<file path="src/rtl/demux_1x4.sv">
// Registered 1-to-4 demultiplexer: steers `a` onto one of four lanes selected by `sel`.
// Optional per-lane saturating transfer counters are compiled in when DEMUX_CNT_EN is defined.
module demux_1x4 #(
    parameter int DATA_W = 1,
    parameter int CNT_W  = 8
) (
    input  logic                  clk,
    input  logic                  rst_n,
    input  logic                  enable,
    input  logic [DATA_W-1:0]     a,
    input  logic [1:0]            sel,
    output logic [4*DATA_W-1:0]   y,
    output logic [3:0]            y_vld
`ifdef DEMUX_CNT_EN
    ,
    input  logic                  cnt_clr,
    output logic [CNT_W-1:0]      cnt0,
    output logic [CNT_W-1:0]      cnt1,
    output logic [CNT_W-1:0]      cnt2,
    output logic [CNT_W-1:0]      cnt3
`endif
);

    if (DATA_W < 1 || CNT_W < 1) begin : g_bad_param
        $error("demux_1x4: DATA_W and CNT_W must be at least 1");
    end

    logic [4*DATA_W-1:0] y_nxt_s;
    logic [3:0]          vld_nxt_s;

    // Next-state routing: only the selected lane carries data, everything else is zero.
    always_comb begin
        y_nxt_s   = '0;
        vld_nxt_s = 4'b0000;
        if (enable) begin
            case (sel)
                2'd0: begin
                    y_nxt_s[0*DATA_W +: DATA_W] = a;
                    vld_nxt_s                   = 4'b0001;
                end
                2'd1: begin
                    y_nxt_s[1*DATA_W +: DATA_W] = a;
                    vld_nxt_s                   = 4'b0010;
                end
                2'd2: begin
                    y_nxt_s[2*DATA_W +: DATA_W] = a;
                    vld_nxt_s                   = 4'b0100;
                end
                2'd3: begin
                    y_nxt_s[3*DATA_W +: DATA_W] = a;
                    vld_nxt_s                   = 4'b1000;
                end
                default: begin
                    y_nxt_s   = '0;
                    vld_nxt_s = 4'b0000;
                end
            endcase
        end else begin
            y_nxt_s   = '0;
            vld_nxt_s = 4'b0000;
        end
    end

    // Output registers; every cycle fully rewrites both buses.
    always_ff @(posedge clk) begin
        if (!rst_n) begin
            y     <= '0;
            y_vld <= 4'b0000;
        end else begin
            y     <= y_nxt_s;
            y_vld <= vld_nxt_s;
        end
    end

`ifdef DEMUX_CNT_EN
    localparam logic [CNT_W-1:0] CNT_MAX = {CNT_W{1'b1}};

    logic [CNT_W-1:0] cnt_r [4];

    // Per-lane transfer counters; clear wins over a same-edge increment, and counts stick at max.
    always_ff @(posedge clk) begin
        if (!rst_n || cnt_clr) begin
            for (int i = 0; i < 4; i++) begin
                cnt_r[i] <= '0;
            end
        end else if (enable && (cnt_r[sel] != CNT_MAX)) begin
            cnt_r[sel] <= cnt_r[sel] + CNT_W'(1);
        end else begin
            for (int i = 0; i < 4; i++) begin
                cnt_r[i] <= cnt_r[i];
            end
        end
    end

    assign cnt0 = cnt_r[0];
    assign cnt1 = cnt_r[1];
    assign cnt2 = cnt_r[2];
    assign cnt3 = cnt_r[3];
`endif

endmodule

</file>
<file path="config.mk">
export PLATFORM = sky130hd
export DESIGN_NAME = demux_1x4
export DESIGN_NICKNAME = d
export VERILOG_FILES = /design/src/rtl/demux_1x4.sv
export SDC_FILE = /design/constraint.sdc
export NUM_CORES = 1
export LEC_CHECK = 0
export ABC_AREA = 1
export BUFFER_PORTS_ARGS = -buffer_cell sky130_fd_sc_hd__buf_2
export CAP_MARGIN = 20
export CORE_AREA = 2 2 39 41
export CTS_CLUSTER_DIAMETER = 120
export CTS_CLUSTER_SIZE = 10
export DETAILED_ROUTE_END_ITERATION = 10
export DIE_AREA = 0 0 41 43
export PLACE_DENSITY = 0.37
export SLEW_MARGIN = 20
export SYNTH_ARGS = -nofsm -noshare
export SYNTH_HDL_FRONTEND = slang
export SYNTH_SLANG_ARGS = --single-unit
</file>
<file path="constraint.sdc">
create_clock -name clk -period 0.8 [get_ports clk]
set_input_delay 0.04 -clock clk [delete_from_list [all_inputs] [get_ports clk]]
set_output_delay 0.04 -clock clk [all_outputs]
set_load 0.05 [all_outputs]
</file>
# --- After elaboration in Yosys (flattened, before gate mapping) ---
# Index checks and enable logic that the tools add are counted.
word_totals:
  output_inout_bits: 8
  elab_cells: 15
  in_bits: 6
  ff_bits: 8
op_classes:
  mux: 1
  n_eq_ne: 3
  reduce_logical: 6
ops:
  columns: ["cell", "n"]
  rows:
  - ["4-bit one-hot mux with 4 select lines", 1]
  - ["3-bit AND reduction", 4]
  - ["2-bit == test (second input constant)", 2]
  - ["2-bit by 1-bit == test with 1-bit output (second input constant)", 1]
  - ["2-bit zero test", 1]
  - ["2-bit AND reduction", 1]

# --- Longest topological paths before layout ---
# Gate-level depths: netlist (run 1).
depth:
  word_depth: 2
  ltp_mapped: 4
  mapped_depth_nobuf: 4

# --- Worst setup path after synthesis (run 1) ---
# No wires, ideal clock.
synth_timing:
  kind: "register to output"
  from: "reg y[0]"
  to: "out y[0]"
  path_slack_ns: 0.173
  required_ns: 0.760
  arrival_ns: 0.587
  path_buffers: 0
  path_stages_with_launch: 1
  cell_sequence: "dfxtp_1"
synth_rtl:
  columns: ["item", "line", "rtl"]
  rows:
  - ["start, declared", "12", "output logic [4*DATA_W-1:0] y,"]
  - ["start signal, assigned", "70", "y <= y_nxt_s;"]
# No word-level cell between the ends.

# --- Worst setup path after layout (run 1) ---
layout_timing:
  from: "reg y[0]"
  to: "out y[0]"
# No word-level cell between the ends.

==> impl_results.md, run 1 <==
* Power per Cell Area at between 2000 and 2500 mW/mm^2
* Hold Path Class: input pin to flip-flop
* Commonest cells after routing, fill and taps aside: 7 x buf_6, 7 x dfxtp_1, 5 x inv_1, 5 x nor2_1, 5 x buf_2
* Fin crit share at 0.960
* Highest clock rate at between 1 and 1.5 GHz
* Area of the multi-input gates at around 55 um^2
* Layout cells sized above 1 at 0.429
* Io pins at 14
* CP max-delay cell: dfxtp_1
* Fillers at approximately 160
* ANT nets after route at 0
* Cell area after placement at between 300 and 400 um^2
* RSZ-0062 raised after global routing: false
* Sequential share of the synthesized area at 0.684
* Slew Viols, Final at 0
* Req. time, crit path at between 0.7 and 0.8 ns
* Num CTS Buffers at 3
* Gr ovfl total at 0
* CP endpoint kind: primary output
* # DRC at 0
* Syn_area_per_cell at 9.00 um^2
* Yosys warns at 0
* Clock Sinks at 8
* Vias in the first global route at 170
* Final Wtd Congestion at slightly below 0.7
* Setup TNS at 0 ns
* Arr. time, crit path at approximately 0.73 ns
* Root buf cell: clkbuf_4
* Synthesized area at roughly 230 um^2
* Via density at around 3.3
* Slowest stage delay, CP at 0.30 ns
* Placeable Area at ~0.0014 mm^2
* Leak at 0.201 nW
* CP delay by family, top: flip-flops
* DRT Pass-1 Iters at 3
* Total Power at a little under 0.8 mW
* Cell count after synthesis at 26
* Number of setup buffers added after CTS at 0
* Ant. Diodes at 0
* Tmin final at ~0.77 ns
* Yosys cell types at 6
* Final Setup Violations at 0
* DRT Wirelength at around 400 um
* First-pass GRT wire length at roughly 630 um
* Row cnt at 14
* Initial antenna violation count at 0
* Storage element area at about 160 um^2
* Critical Path, Cell by Cell: buf_4
* Outcome: finished, final reports clean
* Worst-path clk slew at about 0.050 ns
* Flip-flop and latch count after synthesis at 8
* Worst slew pin tran at approximately 0.15 ns
* Dpl cells at 55
* Slew headroom at 0.896
* Die Y at ~43 um
* CP Launch Type: flip-flop
* Crit path buffers/inverters at 1
* Die W at a little over 40 um
* GRT Total Usage at 0.0612
* Max Root-Sink Buffers at 2
* Worst vdd ir at just over 600 uV
* WL/cell at slightly below 7 um
* MaxCap Viol Count at 0
* Total number of vias at ~190
* Final Hold Vio Count at 0
* Mapped Nets at 32
* Area Overhead vs Synth at 66.3%
* Crit path max fanout at 1
* Nets at 50
* Fin area at about 400 um^2
* CTS tree: yes
* Largest net degree at the start of global routing at 8
* Initial Util at 0.169
* Initial DRC count at 9
* Number of cells in the finished layout apart from fillers at a little under 60
* Final Hold Slack at 0.0650 ns
* Area of the die at 0.00176 mm^2
* H-tree Lvls at 1
* PortBufs at 13
* Critical path type: flip-flop to primary output
## flip-flops by register name (all words and copies together), names as in the netlist
| signal | count |
|---|---|
| y | 4 |
| y_vld | 4 |
## area by class of cell
cell class / instances / share of cell area
Sequential cell: 8 / 0.415
Tap cell: 16 / 0.0514
Timing Repair Buffer: 13 / 0.286
Inverter: 5 / 0.0482
Clock buffer: 3 / 0.0579
Multi-Input combinational cell: 13 / 0.141
## metal layers
layer / track usage / part of all wire / vias to the layer above
met5: 0 / 0 / -
met4: 0.0800 / 0 / 0
met3: 0.0314 / 0.10 / 0
met2: 0.0688 / 0.45 / 10
met1: 0.0675 / 0.45 / 72
li1: - / - / 112
## final timing paths
check	from	end	depth (start not counted)
worst min-delay path	a	y[0]	3
worst max-delay path	y[0]	y[0]	1
## metrics by stage
stage | setup slack (ns) | util
global route | 0.0000764 | 0.281
global placement | 0.225 | 0.231
CTS | 0.0130 | 0.261
finish | 0.0318 | 0.281
detailed placement | 0.224 | 0.231
floorplan | 0.173 | -
## cell families (layout without fill, tap and decap cells)
| family | Yosys count | count (layout) | synth area share |
|---|---|---|---|
| AND/OR/NAND/NOR | 13 | 13 | 0.235 |
| flip-flops | 8 | 8 | 0.684 |
| buffers and inverters | 5 | 21 | 0.0802 |
## synthesized netlist by cell type
library cell | count | area [um^2]
dfxtp_1 | 8 | 160
inv_1 | 5 | 18.8
nor2_1 | 5 | 18.8
nand2_1 | 4 | 15.0
nor3_1 | 3 | 15.0
nand2_2 | 1 | 6.26
## report_power, final
group / leakage, nW / internal, mW / switching (mW) / total [mW]
clock: 0.0138 / 0.170 / 0.120 / 0.290
combinational: 0.122 / 0.0314 / 0.0566 / 0.0880
sequential: 0.0654 / 0.408 / 0.00330 / 0.411
total: 0.201 / 0.610 / 0.180 / 0.790
## what timing repair did
action | CTS | global route
resized for setup | 8 | 8
hold buffers | 0 | 0
setup endpoints to repair | 8 | 7
No activity file was read; power rests on OpenSTA's default activity.
==> inputs of run 2 (changes only) <==
RECOVER_POWER = 100   (was unset)
==> run 2 against run 1 <==
Against the previous run:
- sequential power is essentially flat
- utilization shrank 0.18 points
- count of clock-buffer cells in the layout is the same
- cell area shrank 0.64%
- total power shrank 0.19%
- non-clock buffer count is the same
- final cell count is the same
- sequential cell count is the same
- combinational power shrank 2%
- maximum frequency is the same
- routed wire length grew 0.25%
- critical endpoint unchanged
- largest power group unchanged
- highest routed layer unchanged
==> impl_results.md, run 2 (synthesis gave the netlist of run 1 again) <==
* Comb power frac at 0.110 (about the same)
* Area of the die at 0.00176 mm^2 (unchanged)
* Fin crit share at 0.960 (unchanged)
* Final Wtd Congestion at 0.684 (unchanged)
* Clock Sinks at 8 (unchanged)
* Sw Ratio at 0.227 (-0.000676)
* Req. time, crit path at 0.76 ns (about the same)
* Ant. Diodes at 0 (unchanged)
* Worst-path clk slew at 0.05 ns (about the same)
* Final Hold Vio Count at 0 (unchanged)
* Slowest stage delay, CP at 0.30 ns (about the same)
* Final Hold Slack at 0.0650 ns (-0.000000100 ns)
* CP delay by family, top: flip-flops
* Area of the multi-input gates at 52.6 um^2 (-4.5%)
* Internal Power at 0.609 mW (-0.10%)
* Arr. time, crit path at 0.73 ns (about the same)
* Final Util at 0.279 (-0.00181)
* Num CTS Buffers at 3 (unchanged)
* Regs by FF count: y x4, y_vld x4
* Critical path type: flip-flop to primary output
* Setup TNS at 0 ns (unchanged)
* MaxCap Viol Count at 0 (unchanged)
* Setup WS pre-CTS at 0.224 ns (unchanged)
* Leak at 0.200 nW (-0.17%)
* Worst vdd ir at 619 uV (about the same)
* RSZ-0062 raised after global routing: false
* Row cnt at 14 (unchanged)
* Layout cells sized above 1 at 0.405 (-0.0238)
* DRT Wirelength at 396 um (+0.25%)
* DRT Pass-1 Iters at 3 (unchanged)
* CP endpoint kind: primary output
* Area Overhead vs Synth at 65.2%
* Critical Path, Cell by Cell: buf_4
* Clock power frac at 0.368 (about the same)
* First-pass GRT wire length at 634 um (unchanged)
* Fin area at 387 um^2 (-0.64%)
* Tmin final at 0.768 ns (unchanged)
* Root buf cell: clkbuf_4
* Gr ovfl total at 0 (unchanged)
* Initial antenna violation count at 0 (unchanged)
* Initial Util at 0.169 (unchanged)
* Vias in the first global route at 170 (unchanged)
* Slew Viols, Final at 0 (unchanged)
* Nets at 50 (unchanged)
* Sw power at 0.179 mW (-0.49%)
* Total number of vias at 194 (unchanged)
* WL/cell at 6.83 um (+0.25%)
* Die Y at 43 um (unchanged)
* Worst slew pin tran at 0.209 ns (+0.0546 ns)
* ANT nets after route at 0 (unchanged)
* Final Setup Violations at 0 (unchanged)
* GRT Total Usage at 0.0612 (unchanged)
* Hold Path Class: input pin to flip-flop
* Cell area after placement at 319 um^2 (unchanged)
* # DRC at 0 (unchanged)
* Fillers at 156 (+0.65%)
* Crit path buffers/inverters at 1 (unchanged)
* Io pins at 14 (unchanged)
* PortBufs at 13 (unchanged)
* Via density at 3.34 (unchanged)
* Die W at 41 um (unchanged)
* Commonest cells after routing, fill and taps aside: 7 x buf_6, 7 x dfxtp_1
* Initial DRC count at 9 (unchanged)
* Max Root-Sink Buffers at 2 (unchanged)
* Power per Cell Area at 2040 mW/mm^2 (+0.45%)
* Placeable Area at 0.00138 mm^2 (unchanged)
* CTS tree: yes
* H-tree Lvls at 1 (unchanged)
* Largest net degree at the start of global routing at 8 (unchanged)
* Highest clock rate at 1.30 GHz (unchanged)
* Reg power frac at 0.522 (about the same)
* Slew headroom at 0.861 (-0.0359)
* Outcome: finished, final reports clean
* Final worst slack at 0.0318 ns (unchanged)
* Storage element area at 161 um^2 (unchanged)
* CP max-delay cell: dfxtp_1
* CP Launch Type: flip-flop
* Crit path max fanout at 1 (unchanged)
-- run 2: repair_timing --
action / 4_1_cts / 5_1_grt
resized for setup: 8 / 8
buffers inserted: 0 / 0
setup endpoints to repair: 8 / 7
hold buffers: 0 / 0
-- run 2: power by group through the flow --
| stage | Sequential [mW] | Clock, mW | Combinational (mW) |
|---|---|---|---|
| floorplan | 0.449 | 0 | 0.0197 |
| global placement | 0.417 | 0 | 0.0791 |
| detailed placement | 0.417 | 0 | 0.0793 |
| CTS | 0.409 | 0.306 | 0.0843 |
| global route | 0.412 | 0.332 | 0.0939 |
| finish | 0.411 | 0.290 | 0.0865 |
-- run 2: worst paths after layout --
| path | from | to | slack, ns | depth (start not counted) |
|---|---|---|---|---|
| min | a | y[0] | 0.07 | 3 |
| max | y[0] | y[0] | 0.03 | 1 |
-- run 2: layout make-up --
class	count	share of cell area
well taps	16	0.0518
clock buffers	3	0.0583
multi-input cells	13	0.136
repair buffers	13	0.288
flip-flops and latches	8	0.417
inverters	5	0.0485
-- run 2: per-layer routing --
layer | GRT usage | wire length [um] | share of wire
met5 | 0 | 0 | 0
met4 | 0.0800 | 0 | 0
met3 | 0.0314 | 40 | 0.10
met2 | 0.0688 | 176 | 0.44
met1 | 0.0675 | 179 | 0.45
-- run 2: metrics by stage --
step | std cells | total power, mW
2_1_floorplan | 26 | 0.469
3_3_place_gp | 55 | 0.497
3_5_place_dp | 55 | 0.497
4_1_cts | 58 | 0.800
5_1_grt | 58 | 0.838
6_report | 58 | 0.788
==> inputs of run 3 (changes only) <==
SETUP_SLACK_MARGIN = 0.3   (was unset)
==> run 3 against run 2 <==
Against the previous run:
- sequential power hardly changed
- utilization is 0.81 points higher
- total power is 0.94% higher
- via count is 2.1% lower
- routed wire length is 8.3% higher
- maximum frequency is 2.1% higher
- worst hold slack worse by 0.0089 ns
- final cell count stayed put
- sequential cell count stayed put
- setup slack better by 0.016 ns
- cell area is 2.9% higher
- non-clock buffer count stayed put
==> impl_results.md, run 3 (synthesis gave the netlist of run 1 again) <==
* DR WL met2 at 172 um (-2.3%)
* Fillers at 152 (-2.6%)
* Io pins at 14 (unchanged)
* Leak at 0.202 nW (+0.64%)
* Area Overhead vs Synth at 70.1%
* Die Y at 43 um (unchanged)
* Num CTS Buffers at 3 (unchanged)
* Crit path max fanout at 1 (unchanged)
* DR WL met3 at 38 um (-5.0%)
* Setup WS pre-CTS at 0.224 ns (+0.0000450 ns)
* Regs by FF count: y x4, y_vld x4
* Final Hold Vio Count at 0 (unchanged)
* M1 WL at 191 um (+6.7%)
* First-pass GRT wire length at 634 um (unchanged)
* Worst slew pin tran at 0.209 ns (+0.000262 ns)
* Area of the die at 0.00176 mm^2 (unchanged)
* Placeable Area at 0.00138 mm^2 (unchanged)
* # DRC at 0 (unchanged)
* Row cnt at 14 (unchanged)
* Hold_buf cts at 0 (unchanged)
* Gr ovfl total at 0 (unchanged)
* Critical Path, Cell by Cell: buf_6
* Slew Viols, Final at 0 (unchanged)
* CP endpoint kind: primary output
* Highest clock rate at 1.33 GHz (+2.1%)
* Slew headroom at 0.860 (about the same)
* Final Setup Violations at 0 (unchanged)
* CP delay by family, top: flip-flops
* Layout cells sized above 1 at 0.548 (+0.143)
* Hold Path Class: input pin to flip-flop
* RSZ-0062 raised after global routing: true
* ANT nets after route at 0 (unchanged)
* Max Root-Sink Buffers at 2 (unchanged)
* DRT Wirelength at 429 um (+8.3%)
* Detailed Place HPWL at approximately 330 um
* Initial Util at 0.169 (unchanged)
* Slowest stage delay, CP at 0.32 ns (+0.02 ns)
* Worst hold start: a
* Via density at 3.28 (-2.1%)
* DRT Pass-1 Iters at 1 (-2)
* Worst-path clk slew at 0.05 ns (about the same)
* Worst vdd ir at 469 uV (-24%)
* Number of cells on the critical path at 1 (unchanged)
* Clock Sinks at 8 (unchanged)
* Die W at 41 um (unchanged)
* Nets at 50 (unchanged)
* Req. time, crit path at 0.76 ns (about the same)
* Initial antenna violation count at 0 (unchanged)
* H-tree Lvls at 1 (unchanged)
* Hold endpoint: y[0]
* Initial DRC count at 0 (-9)
* MaxCap Viol Count at 0 (unchanged)
* Largest net degree at the start of global routing at 8 (unchanged)
* CTS tree: yes
* Outcome: finished, final reports clean
* WL/cell at 7.40 um (+8.3%)
* PortBufs at 13 (unchanged)
* CP max-delay cell: dfxtp_2
* Setup TNS at 0 ns (unchanged)
* Critical path type: flip-flop to primary output
* Fin crit share at 0.941 (-0.0197)
* Max layer used: met4
* GRT Total Usage at 0.0634 (+0.00214)
* Power per Cell Area at 2000 mW/mm^2 (-1.9%)
* Commonest cells after routing, fill and taps aside: 8 x buf_6, 8 x dfxtp_2, 5 x nand2_1, 5 x inv_1, 5 x nor2_1
* Final Wtd Congestion at 0.723 (+5.6%)
* Root buf cell: clkbuf_4
* CP Launch Type: flip-flop
* Final worst slack at 0.0475 ns (+0.0157 ns)
* Total number of vias at 190 (-2.1%)
* WHS Path Cells at 3 (unchanged)
* Vias in the first global route at 176 (+3.5%)
* Tmin final at 0.752 ns (-0.0157 ns)
* Crit path buffers/inverters at 1 (unchanged)
* Arr. time, crit path at 0.71 ns (-0.02 ns)
* Ant. Diodes at 0 (unchanged)
-- run 3: cell types whose count changed in the layout (fill, tap and decap cells not counted), sizes merged --
cell,before,now
clkbuf,3,4
buf,13,12
-- run 3: where the power goes --
| group | total, mW | switching [mW] | internal, mW |
|---|---|---|---|
| sequential | 0.413 | 0.00345 | 0.409 |
| clock | 0.296 | 0.125 | 0.171 |
| combinational | 0.0863 | 0.0557 | 0.0306 |
-- run 3: layout make-up --
cell class	count	area (um^2)	share of cell area
clock buffer	3	22.5	0.0566
inverter	5	18.8	0.0472
multi-input combinational	13	52.6	0.132
sequential	8	170	0.428
tap	16	20.0	0.0503
timing repair buffer	13	114	0.286
-- run 3: metal layers --
| layer | up-vias | GRT usage |
|---|---|---|
| li1 | 109 | - |
| met1 | 64 | 0.0712 |
| met2 | 13 | 0.0625 |
| met3 | 4 | 0.0157 |
| met4 | 0 | 0.120 |
| met5 | - | 0 |
-- run 3: worst max-delay path by stage --
stage          startpoint  endpoint
2_1_floorplan        y[0]      y[0]
3_3_place_gp     y_vld[3]  y_vld[3]
3_5_place_dp         y[0]      y[0]
4_1_cts              y[0]      y[0]
5_1_grt          y_vld[1]  y_vld[1]
6_report             y[0]      y[0]
-- run 3: tightest hold or removal path: cells and delay by family --
kind / cells / cell delay [ns]
simple gates: 1 / 0.09
buf+inv: 2 / 0.13
-- run 3: stage by stage --
stage	util	cell area (um^2)	hold slack [ns]	power [mW]	std cells
3_5_place_dp	0.238	329	0.317	0.497	55
3_3_place_gp	0.238	329	0.317	0.497	55
6_report	0.288	398	0.0561	0.795	58
2_1_floorplan	-	244	0.170	0.471	26
5_1_grt	0.288	398	0.0698	0.842	58
4_1_cts	0.293	405	0.0471	0.818	58
-- run 3: repair_timing --
| item | CTS | global route |
|---|---|---|
| pin swaps | 0 | 0 |
| gates resized for setup | 17 | 4 |
| endpoints found under the hold margin | 0 | 0 |
| setup buffers | 0 | 0 |
| setup endpoints to repair | 8 | 8 |
